[config.mk]
export PLATFORM = sky130hd
export DESIGN_NAME = prog_state_machine
export DESIGN_NICKNAME = d
export VERILOG_FILES = /design/src/rtl/prog_state_machine.sv
export SDC_FILE = /design/constraint.sdc
export NUM_CORES = 1
export LEC_CHECK = 0
export ABC_AREA = 1
export BUFFER_PORTS_ARGS = -buffer_cell sky130_fd_sc_hd__buf_2
export CORE_MARGIN = 4
export CORE_UTILIZATION = 45
export CTS_BUF_LIST = sky130_fd_sc_hd__clkbuf_8
export DETAILED_ROUTE_END_ITERATION = 6
export PLACE_DENSITY = 0.75
export SLEW_MARGIN = 40
export SYNTH_ARGS = -nofsm -noshare
export SYNTH_HDL_FRONTEND = slang
export SYNTH_SLANG_ARGS = --single-unit
[constraint.sdc]
create_clock -name clk -period 1.9 [get_ports clk]
set_clock_uncertainty 0.05 [all_clocks]
set_input_delay 0.57 -clock clk [delete_from_list [all_inputs] [get_ports clk]]
set_output_delay 0.57 -clock clk [all_outputs]
set_load 0.02 [all_outputs]
[src/rtl/prog_state_machine.sv]
// prog_state_machine: table-driven state machine with per-state input-match and dwell-timeout transitions.
// Define PROG_FSM_TIMEOUT_EN to enable the timeout path; otherwise only input matches move the state.
module prog_state_machine #(
    parameter int STATE_W = 2,
    parameter int IN_W = 2,
    parameter int TMO_W = 8,
    localparam int CFG_W = 2 * IN_W + 2 * STATE_W + TMO_W
) (
    input  logic               clk,
    input  logic               reset,
    input  logic               sync_rst,
    input  logic [IN_W-1:0]    in_vec,
    input  logic               cfg_we,
    input  logic [STATE_W-1:0] cfg_addr,
    input  logic [CFG_W-1:0]   cfg_wdata,
    output logic [STATE_W-1:0] state_out,
    output logic [TMO_W-1:0]   dwell_cnt,
    output logic               trans_p,
    output logic               tmo_p
);
    localparam int NS = 1 << STATE_W;

    logic [CFG_W-1:0]   tbl [NS];
    logic [CFG_W-1:0]   ent;
    logic [IN_W-1:0]    mask, match;
    logic [STATE_W-1:0] nxt, tmo_next, state_d;
    logic [TMO_W-1:0]   tmo_limit, dwell_d;
    logic               hit, tmo, trans_d, tmo_d;

    always_comb begin
        ent       = tbl[state_out];
        mask      = ent[IN_W-1:0];
        match     = ent[2*IN_W-1:IN_W];
        nxt       = ent[2*IN_W +: STATE_W];
        tmo_limit = ent[2*IN_W+STATE_W +: TMO_W];
        tmo_next  = ent[2*IN_W+STATE_W+TMO_W +: STATE_W];
        hit       = (|mask) && ((in_vec & mask) == (match & mask));
`ifdef PROG_FSM_TIMEOUT_EN
        tmo       = (|tmo_limit) && (dwell_cnt == tmo_limit);
`else
        tmo       = 1'b0;
`endif
        state_d   = sync_rst ? '0 : hit ? nxt : tmo ? tmo_next : state_out;
        trans_d   = !sync_rst && (hit || tmo);
        tmo_d     = !sync_rst && !hit && tmo;
        dwell_d   = (sync_rst || hit || tmo) ? '0 :
                    (&dwell_cnt) ? dwell_cnt : dwell_cnt + TMO_W'(1);
    end

`ifndef PROG_FSM_TIMEOUT_EN
    // Timeout fields are still stored so the table word layout is build-independent.
    logic unused_tmo;
    assign unused_tmo = ^{tmo_limit, tmo_next};
`endif

    always_ff @(posedge clk or negedge reset) begin
        if (!reset) begin
            state_out <= '0;
            dwell_cnt <= '0;
            trans_p   <= 1'b0;
            tmo_p     <= 1'b0;
            for (int i = 0; i < NS; i++) tbl[i] <= '0;
        end else begin
            state_out <= state_d;
            dwell_cnt <= dwell_d;
            trans_p   <= trans_d;
            tmo_p     <= tmo_d;
            if (cfg_we) tbl[cfg_addr] <= cfg_wdata;
        end
    end
endmodule

==> summary.md, run 1 <==
| Metric | Value |
|---|---|
| MaxCap Viol Count | 0 |
| Detail Placement HPWL | ~2.5 mm |
| PwrDens | 1093 nW/µm² |
| R2R depth | 9 |
| H-Tree Depth | 2 |
| CTS tree | yes |
| Final net count | 264 |
| Fill count | 370 |
| Met3 WL | 130 µm |
| Commonest non-fill, non-tap cell in the layout | nand2_1 |
| Starting Density | between 40% and 50% |
| Worst skew pair latency | 280 ps |
| FP Rows | 21 |
| Placed cells | 278 |
| Fin. Hold Viols | 0 |
| Core area | 3468 µm² |
| Register area share after synthesis | 52.51% |
| GR Overflow Total | 0 |
| Pins Over Slew Limit | 0 |
| CTS max path bufs | 2 |
| Hold_buf cts | 0 |
| Pleak | 1.019 nW |
| Clock Root Buffer | clkbuf_8 |
| PortBufs | 24 |
| DR top layer | met4 |
| Ant diodes | 0 |
| Final worst slack | roughly 270 ps |
| Top-area cell type share of the netlist area | between 50% and 60% |
| Clk slew on worst S/H paths | 70 ps |
| Synth Cell Area | approximately 1700 µm² |
| R2R Path End | dwell_cnt[1] |
| Routed wl met2 | 1.641 mm |
| Crit. End Element | primary output |
| DR WL/cell | around 12 µm |
| Most frequent cells in the layout | nand2_1, dfrtp_1, o21ai_0 |
| Hold/Removal Path Class | in -> async |
| Setup TNS | 0 ps |
| Crit share post-route | between 80% and 90% |
| Pin count of the biggest net entering global routing | 19 |
| GRT Overall Usage | ~18% |
| Via Count | 1404 |
| Critical path launch point type | flop |
| Outcome | completed |
| Synth top area cells | dfrtp_1, nand2_1, o21ai_0, nand3_1, inv_1 |
| YS warnings | 0 |
| Worst-path maximum fanout | 8 |
| Unique masters post-synth | 21 |
| Syn nets | 237 |
| RSZ-0062 raised after global routing | no |
| Kind of critical path | reg -> out |
| Final worst path period need | 1630 ps |
| Max stage delay on crit path | 400 ps |
| Largest area contributor in the netlist | dfrtp_1 |
| Vias in the first global route | 1314 |
| CP cell instances | buf_4 -> buf_2 |
| Final GP Congestion | 0.7913 |
| Routed wire length | about 3.5 mm |
| Post-Synthesis Cells | 212 |
| Final Non-Filler Cells | roughly 290 |
| DR vias/cell | approximately 5 |
| Wire length on met1 | 1.729 mm |
| Setup repair bufs after CTS | 0 |
| Chip width | approximately 69 µm |
| Area Overhead vs Synth | 15.83% |
| DRC Markers | 0 |
| Post-place instance area | 1842 µm² |
| Final Cell Area | 1932 µm² |
| Antenna Violating Nets Remaining | 0 |
| Max frequency | 0.6137 GHz |
| Post-synthesis register bit count | 35 |
| DP Worst Slack | 302.2 ps |
| Setup violators final | 0 |
| # clock sinks | 35 |
| R2R Setup Slk | 320 ps |
| Reg-to-Reg Start | dwell_cnt[0] |
| Pre-antenna DRT Iters | 4 |
| I/O Pins | 36 |
| Post_cts resized | 0 |
| First-pass GRT wire length | 6.085 mm |
| Chip height | 68.88 µm |
| Critical path's slowest cell | dfrtp_1 |
| Initial DRC Count | around 100 |
| DIE AREA | 4744 µm² |
| Req. time, crit path | 1280 ps |
| Initial antenna violation count | 0 |
| CTS Buf Count | 5 |
| Share of layout cells above drive strength 1 | about 16% |
| Worst VDD drop | 0.0006229 V |
| CP arrival | 1010 ps |
| Avg Cell Area, Syn | 7.867 µm² |
| Power, Total | roughly 2.1 mW |
## sequential cells by signal (all words and copies together) (netlist names)
name,cells
state_out,2
tbl,24
trans_p,1
dwell_cnt,8
## synthesized netlist by cell type (all sizes together)
cell type  number
nand2          62
dfrtp          35
o21ai          34
inv            22
nand3          22
nor2           19
buf             4
clkbuf          4
a21oi           3
and3            1
conb            1
ha              1
nand3b          1
nor3            1
o21bai          1
xor2            1
## worst max-delay path by stage
stage | end | from | depth (start not counted) | slack (ps)
after floorplan | dwell_cnt[1] | dwell_cnt[1] | 9 | 350
after global placement | dwell_cnt[1] | dwell_cnt[0] | 9 | 350
after detailed placement | dwell_cnt[1] | dwell_cnt[0] | 9 | 300
after CTS | state_out[0] | state_out[0] | 2 | 260
after global routing | dwell_cnt[1] | dwell_cnt[0] | 9 | 60
final | state_out[0] | state_out[0] | 2 | 270
## worst max-delay path: cells and delay by family (launching register included)
kind     cells  cell delay, ps
buf+inv      2             330
flops        1             400
## area by class of cell
type | instances | area [µm²] | area share (%)
clock buffers | 6 | 82.58 | 4.275
clock inverters | 1 | 5.005 | 0.2591
inverters | 22 | 82.58 | 4.275
multi-input cells | 147 | 665.6 | 34.46
flip-flops and latches | 35 | 875.8 | 45.34
well taps | 46 | 57.56 | 2.979
repair buffers | 28 | 162.7 | 8.420
## per-layer routing
metal	GRT usage, %	vias up
li1	-	727
met1	23.30	653
met2	27.26	22
met3	4.376	2
met4	8.273	0
met5	0	-
## cells by family after synthesis
family / Yosys count / share of synthesized area, %
other: 1 / 0.2248
buffers and inverters: 30 / 7.726
flip-flops: 35 / 52.51
AO/OA/AOI/OAI: 38 / 11.55
adder cells (fa/ha/maj): 1 / 0.7501
XOR/XNOR: 1 / 0.5252
AND/OR/NAND/NOR: 106 / 26.71
## metrics by stage
stage	utilization [%]	hold slack (ps)
CTS	55.63	183.3
detailed placement	53.10	420.1
global placement	53.10	412.7
floorplan	-	224.4
global route	55.70	200.9
finish	55.70	179.8
## power by group
part	leakage (nW)	switching, mW	internal (mW)
Clock	0.0470	0.252	0.284
Sequential	0.450	0.0696	0.865
Combinational	0.523	0.412	0.229
Total	1.02	0.734	1.38
(Power assumes the default switching activity.)
==> inputs of run 2 (changes only) <==
Settings changed: SETUP_SLACK_MARGIN set to 0.4.
==> run 2 against run 1 <==
Against the previous run: worst setup slack improved by 20 ps; wire length up 9.4%; final area increased by 13%; largest cell class unchanged; count of clock-buffer cells in the layout is 1 higher; flip-flop and latch count unchanged; core utilization is 7.4 points higher; hold slack worse by 31 ps; fmax grew 1.2%; sequential power is 2% higher; sequential share of layout area fell by 5.1 points; via count rose by 7.8%; non-clock buffer count is 7 higher; critical path type unchanged.
==> summary.md, run 2 (synthesized netlist as in run 1, its figures left out) <==
| Metric | Value |
|---|---|
| MaxCap Viol Count | 0 |
| Kind of critical path | reg -> out |
| Final worst slack | a little under 300 ps |
| Clock Root Buffer | clkbuf_8 |
| DP Worst Slack | 318.9 ps |
| Most frequent cells in the layout | nand2_1, o21ai_0, dfrtp_1 |
| Pleak | 1.118 nW |
| Outcome | completed |
| Hold/Removal Path Class | in -> async |
| Switching part of the total | between 30% and 40% |
| CTS tree | yes |
| FP Rows | 21 |
| Post-place instance area | 1837 µm² |
| RSZ-0062 raised after global routing | yes |
| DR WL/cell | around 13 µm |
| Final worst path period need | between 1500 and 2000 ps |
| Final core occ | about 63% |
| DRC Markers | 0 |
| Final GP Congestion | approximately 0.80 |
| Fin. Hold Viols | 0 |
| GR Overflow Total | 0 |
| Detail Placement HPWL | 2.459 mm |
| Internal power | 1.571 mW |
| Vias in the first global route | 1396 |
| Clk slew on worst S/H paths | 70 ps |
| Req. time, crit path | ~1300 ps |
| Chip width | 68.88 µm |
| Commonest non-fill, non-tap cell in the layout | nand2_1 |
| Biggest regs | tbl x24, dwell_cnt x8, state_out x2 |
| PortBufs | 24 |
| GRT Overall Usage | approximately 18% |
| Setup violators final | 0 |
| Clock network fraction of total power | 24.0% |
| Crit. End Element | primary output |
| Pin count of the biggest net entering global routing | 21 |
| Initial DRC Count | ~110 |
| Antenna Violating Nets Remaining | 0 |
| Largest Register | tbl |
| Pins Over Slew Limit | 0 |
| Chip height | 68.88 µm |
| CTS Buf Count | 5 |
| Max frequency | 0.6213 GHz |
| Fin Hold WS | 149.2 ps |
| Crit share post-route | a little over four fifths |
| Worst-path maximum fanout | 3 |
| Initial antenna violation count | 0 |
| First-pass GRT wire length | 6.299 mm |
| Setup TNS | 0 ps |
| Via Count | 1513 |
| I/O Pins | 36 |
| CP arrival | around 1000 ps |
| Max FFs per register | 24 |
| DIE AREA | roughly 4700 µm² |
| CTS max path bufs | 2 |
| Switching power | between 0.8 and 0.9 mW |
| Comb pwr share | 36.7% |
| PwrDens | 1107 nW/µm² |
| Core area | around 3500 µm² |
| # clock sinks | 35 |
| Ant diodes | 0 |
| Worst VDD drop | 0.0005123 V |
| Share of layout cells above drive strength 1 | 27.82% |
| DR vias/cell | 5.146 |
| Fill count | 308 |
| Final net count | between 200 and 300 |
| Pre-antenna DRT Iters | 4 |
| Final Cell Area | 2188 µm² |
| Starting Density | 48.09% |
| Area Overhead vs Synth | 31.21% |
| Reg power frac | between 30% and 40% |
| H-Tree Depth | 2 |
| Worst skew pair latency | 280 ps |
| Critical path launch point type | flop |
| Routed wire length | 3.871 mm |
run 2: cell count changes in the layout (fill, tap and decap cells not counted), sizes merged:
cell	previous run	this run
nand2	62	63
buf	28	35
clkbuf	6	7
run 2: per-stage QoR:
stage               cells  power [mW]
finish                294       2.423
global route          294       2.578
floorplan             212       1.410
detailed placement    277       1.585
global placement      277       1.567
CTS                   293       2.334
run 2: timing repair:
action | CTS | global route
pin swaps | 7 | 12
hold buffers | 0 | 0
endpoints found under the setup margin | 14 | 19
setup buffers | 7 | 1
resized for setup | 22 | 32
hold endpoints to repair | 0 | 0
cloned | 1 | 0
run 2: final timing paths:
| path | to | slack (ps) | cells past startpoint | from |
|---|---|---|---|---|
| setup / recovery | state_out[0] | 290 | 2 | state_out[0] |
| hold reg to reg | tbl[5] | 440 | 2 | tbl[5] |
| setup reg to reg | dwell_cnt[3] | 330 | 9 | dwell_cnt[0] |
| max in group asynchronous | dwell_cnt[1] | 1210 | 2 | reset |
| hold / removal | tbl[33] | 150 | 1 | reset |
| min in group clk | tbl[5] | 440 | 2 | tbl[5] |
run 2: routing by layer:
layer	up-vias	routed length (µm)	global-route usage, %
met5	-	0	0
met4	0	98	8.273
met3	9	276	4.538
met2	55	1798	29.29
met1	705	1698	23.53
li1	744	-	-
run 2: critical path, cell delays in order (launching register included):
cell and delay [ps]:
dfrtp_2 440, buf_6 140, buf_6 120
run 2: area by class of cell:
cell class | count | area, µm² | share of cell area [%]
Clock buffer | 7 | 96.34 | 4.403
Tap cell | 46 | 57.56 | 2.630
Sequential cell | 35 | 880.8 | 40.25
Timing Repair Buffer | 35 | 284.0 | 12.98
Inverter | 22 | 95.09 | 4.345
Clock inverter | 1 | 3.754 | 0.1715
Multi-Input combinational cell | 148 | 770.7 | 35.22
run 2: power by group through the flow:
stage               clock, mW  sequential, mW  combinational (mW)
CTS                     0.590           0.943               0.800
floorplan                   0           0.988               0.422
global placement            0           0.952               0.615
finish                  0.580           0.954               0.888
detailed placement          0           0.959               0.626
global route            0.620           0.968               0.990
